===== config.mk =====
export PLATFORM = sky130hd
export DESIGN_NAME = serial_mod_n
export DESIGN_NICKNAME = d
export VERILOG_FILES = /design/src/rtl/serial_mod_pkg.sv /design/src/rtl/mod_step.sv /design/src/rtl/serial_mod_n.sv
export SDC_FILE = /design/constraint.sdc
export NUM_CORES = 1
export LEC_CHECK = 0
export BUFFER_PORTS_ARGS = -buffer_cell sky130_fd_sc_hd__buf_2
export CELL_PAD_IN_SITES_DETAIL_PLACEMENT = 0
export CELL_PAD_IN_SITES_GLOBAL_PLACEMENT = 2
export CORE_UTILIZATION = 33
export CTS_BUF_LIST = sky130_fd_sc_hd__clkbuf_16
export CTS_CLUSTER_SIZE = 12
export DETAILED_ROUTE_END_ITERATION = 12
export PLACE_DENSITY_LB_ADDON = 0.08
export SLEW_MARGIN = 20
export SYNTH_ARGS = -nofsm -noshare
export SYNTH_HDL_FRONTEND = slang
export SYNTH_SLANG_ARGS = --single-unit

===== constraint.sdc =====
create_clock -name clk -period 6.42 [get_ports clk]
set_clock_uncertainty 0.2 [all_clocks]
set_input_delay 0.963 -clock clk [delete_from_list [all_inputs] [get_ports clk]]
set_output_delay 0.963 -clock clk [all_outputs]
set_load 0.02 [all_outputs]

===== src/rtl/serial_mod_pkg.sv =====
// ---------------------------------------------------------------------------
// serial_mod_pkg
// Shared definitions for the serial remainder engine.
//   state_t  : frame FSM encoding (ST_IDLE = no frame open, ST_ACCUM = frame open)
//   MODE_LSB : bit order selector value for LSB-first frames
//   MODE_MSB : bit order selector value for MSB-first frames
// ---------------------------------------------------------------------------
package serial_mod_pkg;

    typedef enum logic {
        ST_IDLE  = 1'b0,
        ST_ACCUM = 1'b1
    } state_t;

    localparam logic MODE_LSB = 1'b0;
    localparam logic MODE_MSB = 1'b1;

endpackage


===== src/rtl/mod_step.sv =====
// ---------------------------------------------------------------------------
// mod_step
// Combinational modular adder: y = (a + b + cin) mod MOD.
// Operands must satisfy a, b < MOD, so the raw sum is below 2*MOD and a
// single conditional subtract is enough (no divider).
// Ports:
//   a, b  in  W   operands, each already reduced mod MOD
//   cin   in  1   carry-in (the serial data bit in MSB-first mode)
//   y     out W   reduced sum
// ---------------------------------------------------------------------------
module mod_step
    import serial_mod_pkg::*;
#(
    parameter int MOD = 5,
    parameter int W   = 3
) (
    input  logic [W-1:0] a,
    input  logic [W-1:0] b,
    input  logic         cin,
    output logic [W-1:0] y
);

    // One extra bit so the sum and MOD itself (e.g. 2^16 with W=16) fit.
    localparam logic [W:0] MOD_V = (W+1)'(MOD);

    logic [W:0] sum;

    always_comb begin
        sum = {1'b0, a} + {1'b0, b} + {{W{1'b0}}, cin};
        y   = (sum >= MOD_V) ? W'(sum - MOD_V) : sum[W-1:0];
    end

endmodule


===== src/rtl/serial_mod_n.sv =====
// ---------------------------------------------------------------------------
// serial_mod_n
// Streaming remainder engine. Consumes a framed serial bitstream (one bit per
// accepted beat) and keeps a registered running value mod MOD.
//
// Optional feature macro: SERIAL_MOD_CNT_EN
//   defined   -> bit_cnt port and saturating per-frame bit counter present
//   undefined -> no bit_cnt port, no counter; everything else identical
//
// Ports:
//   clk        in   1      rising-edge clock
//   reset_n    in   1      asynchronous active-low reset
//   in_valid   in   1      beat qualifier for in_bit/in_sof/in_eof
//   in_bit     in   1      serial data bit
//   in_sof     in   1      first bit of frame
//   in_eof     in   1      last bit of frame
//   msb_first  in   1      bit order, sampled on the SOF beat only
//   out_rem    out  REM_W  running remainder register
//   out_valid  out  1      one-cycle pulse: out_rem holds the final remainder
//   busy       out  1      high while a frame is open
//   bit_cnt    out  CNT_W  accepted bits in frame (SERIAL_MOD_CNT_EN only)
//   fsm_state  out  1      frame FSM state, for observation
//
// Handshake: there is no ready; the engine accepts every beat. A beat is
// accepted when in_valid is high and either in_sof is high or a frame is
// open. in_bit/in_sof/in_eof are ignored whenever in_valid is low, and beats
// without in_sof while no frame is open are dropped.
// ---------------------------------------------------------------------------
module serial_mod_n
    import serial_mod_pkg::*;
#(
    parameter int MOD   = 5,
    parameter int REM_W = $clog2(MOD),
    parameter int CNT_W = 8
) (
    input  logic             clk,
    input  logic             reset_n,
    input  logic             in_valid,
    input  logic             in_bit,
    input  logic             in_sof,
    input  logic             in_eof,
    input  logic             msb_first,
    output logic [REM_W-1:0] out_rem,
    output logic             out_valid,
    output logic             busy,
`ifdef SERIAL_MOD_CNT_EN
    output logic [CNT_W-1:0] bit_cnt,
`endif
    output state_t           fsm_state
);

    if (MOD < 2 || MOD > 65536 || REM_W < 1 || REM_W < $clog2(MOD) || CNT_W < 1) begin : g_bad_params
        $error("serial_mod_n: illegal parameter combination");
    end

    state_t           state_q;
    state_t           state_d;
    logic             accepted;

    logic             mode_q;
    logic             mode_eff;
    logic [REM_W-1:0] rem_q;
    logic [REM_W-1:0] weight_q;
    logic [REM_W-1:0] rem_base;
    logic [REM_W-1:0] weight_base;
    logic [REM_W-1:0] step_b;
    logic             step_cin;
    logic [REM_W-1:0] rem_next;
    logic [REM_W-1:0] weight_next;
    logic             valid_q;

    // -------------------------------------------------------------------
    // Frame FSM: state register
    // -------------------------------------------------------------------
    always_ff @(posedge clk or negedge reset_n) begin
        if (!reset_n) begin
            state_q <= ST_IDLE;
        end else begin
            state_q <= state_d;
        end
    end

    // Frame FSM: next state and outputs. An accepted EOF beat always closes
    // the frame (this also covers 1-bit sof&eof frames); any other accepted
    // beat, including an aborting SOF, leaves a frame open.
    always_comb begin
        accepted  = in_valid & (in_sof | (state_q == ST_ACCUM));
        state_d   = state_q;
        busy      = (state_q == ST_ACCUM);
        fsm_state = state_q;
        if (accepted) begin
            state_d = in_eof ? ST_IDLE : ST_ACCUM;
        end
    end

    // -------------------------------------------------------------------
    // Datapath operand selection. A SOF beat starts from rem=0, weight=1 and
    // the freshly sampled bit order, then applies its own bit in the same cycle.
    //   MSB-first: rem' = rem + rem + bit
    //   LSB-first: rem' = rem + (bit ? weight : 0)
    // -------------------------------------------------------------------
    always_comb begin
        rem_base    = in_sof ? '0 : rem_q;
        weight_base = in_sof ? REM_W'(1) : weight_q;
        mode_eff    = in_sof ? msb_first : mode_q;
        step_b      = '0;
        step_cin    = 1'b0;
        if (mode_eff == MODE_MSB) begin
            step_b   = rem_base;
            step_cin = in_bit;
        end else begin
            step_b   = in_bit ? weight_base : '0;
            step_cin = 1'b0;
        end
    end

    mod_step #(.MOD(MOD), .W(REM_W)) u_rem_step (
        .a   (rem_base),
        .b   (step_b),
        .cin (step_cin),
        .y   (rem_next)
    );

    // Weight doubling only matters in LSB-first mode; in MSB-first mode it
    // runs along unused and is reseeded on the next SOF.
    mod_step #(.MOD(MOD), .W(REM_W)) u_weight_step (
        .a   (weight_base),
        .b   (weight_base),
        .cin (1'b0),
        .y   (weight_next)
    );

    always_ff @(posedge clk or negedge reset_n) begin
        if (!reset_n) begin
            rem_q    <= '0;
            weight_q <= REM_W'(1);
            mode_q   <= MODE_LSB;
            valid_q  <= 1'b0;
        end else begin
            valid_q <= accepted & in_eof;
            if (accepted) begin
                rem_q    <= rem_next;
                weight_q <= weight_next;
                mode_q   <= mode_eff;
            end
        end
    end

    assign out_rem   = rem_q;
    assign out_valid = valid_q;

`ifdef SERIAL_MOD_CNT_EN
    localparam logic [CNT_W-1:0] CNT_MAX = '1;

    logic [CNT_W-1:0] cnt_q;

    // Counts accepted bits in the current frame; restarts at 1 on SOF,
    // saturates, and holds after EOF until the next SOF.
    always_ff @(posedge clk or negedge reset_n) begin
        if (!reset_n) begin
            cnt_q <= '0;
        end else if (accepted) begin
            if (in_sof) begin
                cnt_q <= CNT_W'(1);
            end else if (cnt_q != CNT_MAX) begin
                cnt_q <= cnt_q + CNT_W'(1);
            end
        end
    end

    assign bit_cnt = cnt_q;
`endif

endmodule


==> impl_metrics.json <==
{
  "pwr-share-comb": 0.404,
  "multiInputGateArea_um2": 373,
  "synth_top_area_cell": "dfrtp_1",
  "clockRootBuffer": "clkbuf_16",
  "numClockSinks": 9,
  "p_int_uw": 221,
  "cts_tree": "yes",
  "route.antenna.remaining_nets": 0,
  "powerDensity_nw_per_um2": 439,
  "route.vias.total": 516,
  "worst_pin_slew_ps": 524,
  "synth.ff_latch_count": 9,
  "design.die.area_um2": 2090,
  "ctsHoldBuffers": 0,
  "design.portCount": 13,
  "cts_max_path_buffers": 2,
  "synth_top_cells_by_count": "dfrtp_1, nand2_1, nor2_1, nor2b_1",
  "critical_path.startpoint_type": "primary input",
  "final-setup-viol-count": 0,
  "async_flop_share": 1.00,
  "cts-resized-gates": 0,
  "dieWidth_um": 45.7,
  "power.static_leakage_uw": 0.000357,
  "first_global_vias": 455,
  "maxCapViolCount": 0,
  "cts_htree_levels": 1,
  "critPathKind": "in2reg",
  "register_area_um2": 226,
  "worst-endpoint-arrival_ps": 3750,
  "drc": 0,
  "cts_post_setup_buffers_inserted": 0,
  "power.ir.vdd_worst_mv": 0.237,
  "globalplace.congestion": 0.803,
  "maxSlewViolCount": 0,
  "wire_length_of_the_first_global_routing_pass_mm": 2.23,
  "detail_route.vias_per_cell": 4.82,
  "nNetsFinal": 96,
  "postSynthAreaPerCell_um2": 9.26,
  "core_um2": 1760,
  "num_antenna_cells": 0,
  "wl_per_cell_um": 12.3,
  "grt_antenna_before_repair": 0,
  "max_freq_mhz": 264,
  "grt_remaining_overflow": 0,
  "global_route_usage_sum": 0.156,
  "swShare": 0.361,
  "worst_rel_slew_slack": 0.649,
  "cts_made_buffers": 3,
  "synth_area_um2": 629,
  "final_util": 0.447,
  "synthFlopType": "dfrtp_1",
  "final.min_clock_period_ps": 3790,
  "yosysSeqAreaShare": 0.360,
  "worstRegToRegCells": 11,
  "switching_power_summed_over_all_nets_uw": 125,
  "post_synth_num_cell_types": 26,
  "grt_setup_unrepaired": "false",
  "hpwlAfterDp_um": 967,
  "timing.hold.worst.class": "reg2reg",
  "crit_required_ps": 6380,
  "summed_negative_setup_slack_over_all_endpoints_ps": 0,
  "final_cell_area_um2": 788,
  "layout_worst_path_cycle_share": 0.591,
  "pin_count_of_the_biggest_net_entering_global_routing": 15,
  "synthesized_netlist_net_count": 81,
  "placement.cell_area_um2": 709,
  "cell_types_with_the_largest_area_share_after_synthesis": "dfrtp_1, ha_1, fa_1",
  "cp_max_fo": 3,
  "clkTransAtPathRegs_ps": 40,
  "clock_power_share": 0.315,
  "area_growth_syn_to_layout_pct": 25.2,
  "start_util": 0.357,
  "synthCells": 68,
  "ys.warnings.count": 0,
  "layout-drive-gt1-share": 0.220,
  "timing.final.hold_violations": 0,
  "synth-edff-count": 0,
  "fill_cells": 198,
  "clock_network_latency_to_the_later_pin_of_the_worst_skew_pair_ps": 230,
  "io_buffer_count": 12,
  "routed_wirelength_mm": 1.32,
  "outcome": "finished, final reports clean",
  "netlist.area_leader.share": 0.318,
  "timing.critical_path.to_type": "register",
  "row_count": 15,
  "worst_hold_path.num_cells": 1,
  "die_h_um": 45.7,
  "dr.first_iter.drc_count": 6,
  "seq_power_share": 0.281,
  "first_pass_iters": 2
}
worst max-delay path: stages:
cell and delay [ps]:
buf_2 110, nor2b_1 150, a22oi_1 150, o22ai_1 120, fa_1 420, inv_1 80
fa_1 460, ha_1 240, or2b_1 240, a221oi_2 330, mux2_1 370, o21ai_1 110
metrics by stage:
| step | cells | total power (uW) | hold WS [ps] | setup WS [ps] |
|---|---|---|---|---|
| final | 107 | 346 | 332 | 2630 |
| after floorplan | 68 | 201 | 334 | 2700 |
| after CTS | 107 | 349 | 338 | 2630 |
| after global placement | 103 | 237 | 335 | 2440 |
| after global routing | 107 | 374 | 368 | 2470 |
| after detailed placement | 103 | 236 | 328 | 2400 |
layer usage:
metal / global-route usage / vias up / wire (um)
met2: 0.206 / 10 / 557
met5: 0 / - / 0
met4: 0.0364 / 0 / 0
met1: 0.233 / 240 / 684
li1: - / 266 / -
met3: 0.0595 / 0 / 78
cells in the final DEF (no fill, tap or decap):
cell	instances
or3_1	1
fa_1	2
a22oi_1	3
nor2_1	5
o21a_1	2
a21oi_1	4
dfstp_2	1
clkbuf_16	3
a21o_1	1
mux2_1	2
a31oi_1	2
inv_2	1
nand2_1	8
nor2b_1	5
o22ai_1	2
or2b_1	1
inv_1	5
ha_1	4
o21ai_1	4
o31ai_1	1
dfrtp_1	8
buf_2	12
xnor2_1	2
mux2i_1	1
a221oi_2	1
and2_1	1
power by group through the flow:
stage	clock [uW]	combinational [uW]	sequential, uW
finish	109	140	97.1
detailed placement	0	138	97.9
global placement	0	138	99.1
global route	114	160	100
CTS	111	140	97.2
floorplan	0	96.2	104
logic make-up after synthesis:
family | synth area share
AND/OR/NAND/NOR | 0.159
AO/OA/AOI/OAI | 0.211
flip-flops | 0.360
buffers and inverters | 0.0477
adder cells (fa/ha/maj) | 0.143
multiplexers | 0.0517
XOR/XNOR | 0.0278
layout make-up:
| class | instances | area share |
|---|---|---|
| inverter | 5 | 0.0238 |
| clock inverter | 1 | 0.00476 |
| timing repair buffer | 12 | 0.0762 |
| clock buffer | 3 | 0.0952 |
| multi-input combinational | 52 | 0.473 |
| sequential | 9 | 0.287 |
| tap | 25 | 0.0397 |
worst paths after layout:
| kind | from | endpoint | slack, ps |
|---|---|---|---|
| worst max register to register | mode_q$_DFFE_PN0P_ | out_rem[1]$_DFFE_PN0P_ | 3070 |
| worst max-delay path | in_bit | out_rem[1]$_DFFE_PN0P_ | 2630 |
| max in group asynchronous | reset_n | weight_q[0]$_DFFE_PN1P_ | 5390 |
| min in group asynchronous | reset_n | out_valid$_DFF_PN0_ | 380 |
| worst min register to register | out_rem[2]$_DFFE_PN0P_ | out_rem[2]$_DFFE_PN0P_ | 330 |
| worst min-delay path | out_rem[2]$_DFFE_PN0P_ | out_rem[2]$_DFFE_PN0P_ | 330 |
flip-flops by register name (all words and copies together) (netlist names):
register   count
busy           1
mode_q         1
out_rem        3
out_valid      1
weight_q       3
Note: power is estimated with default switching activity, not from simulation.
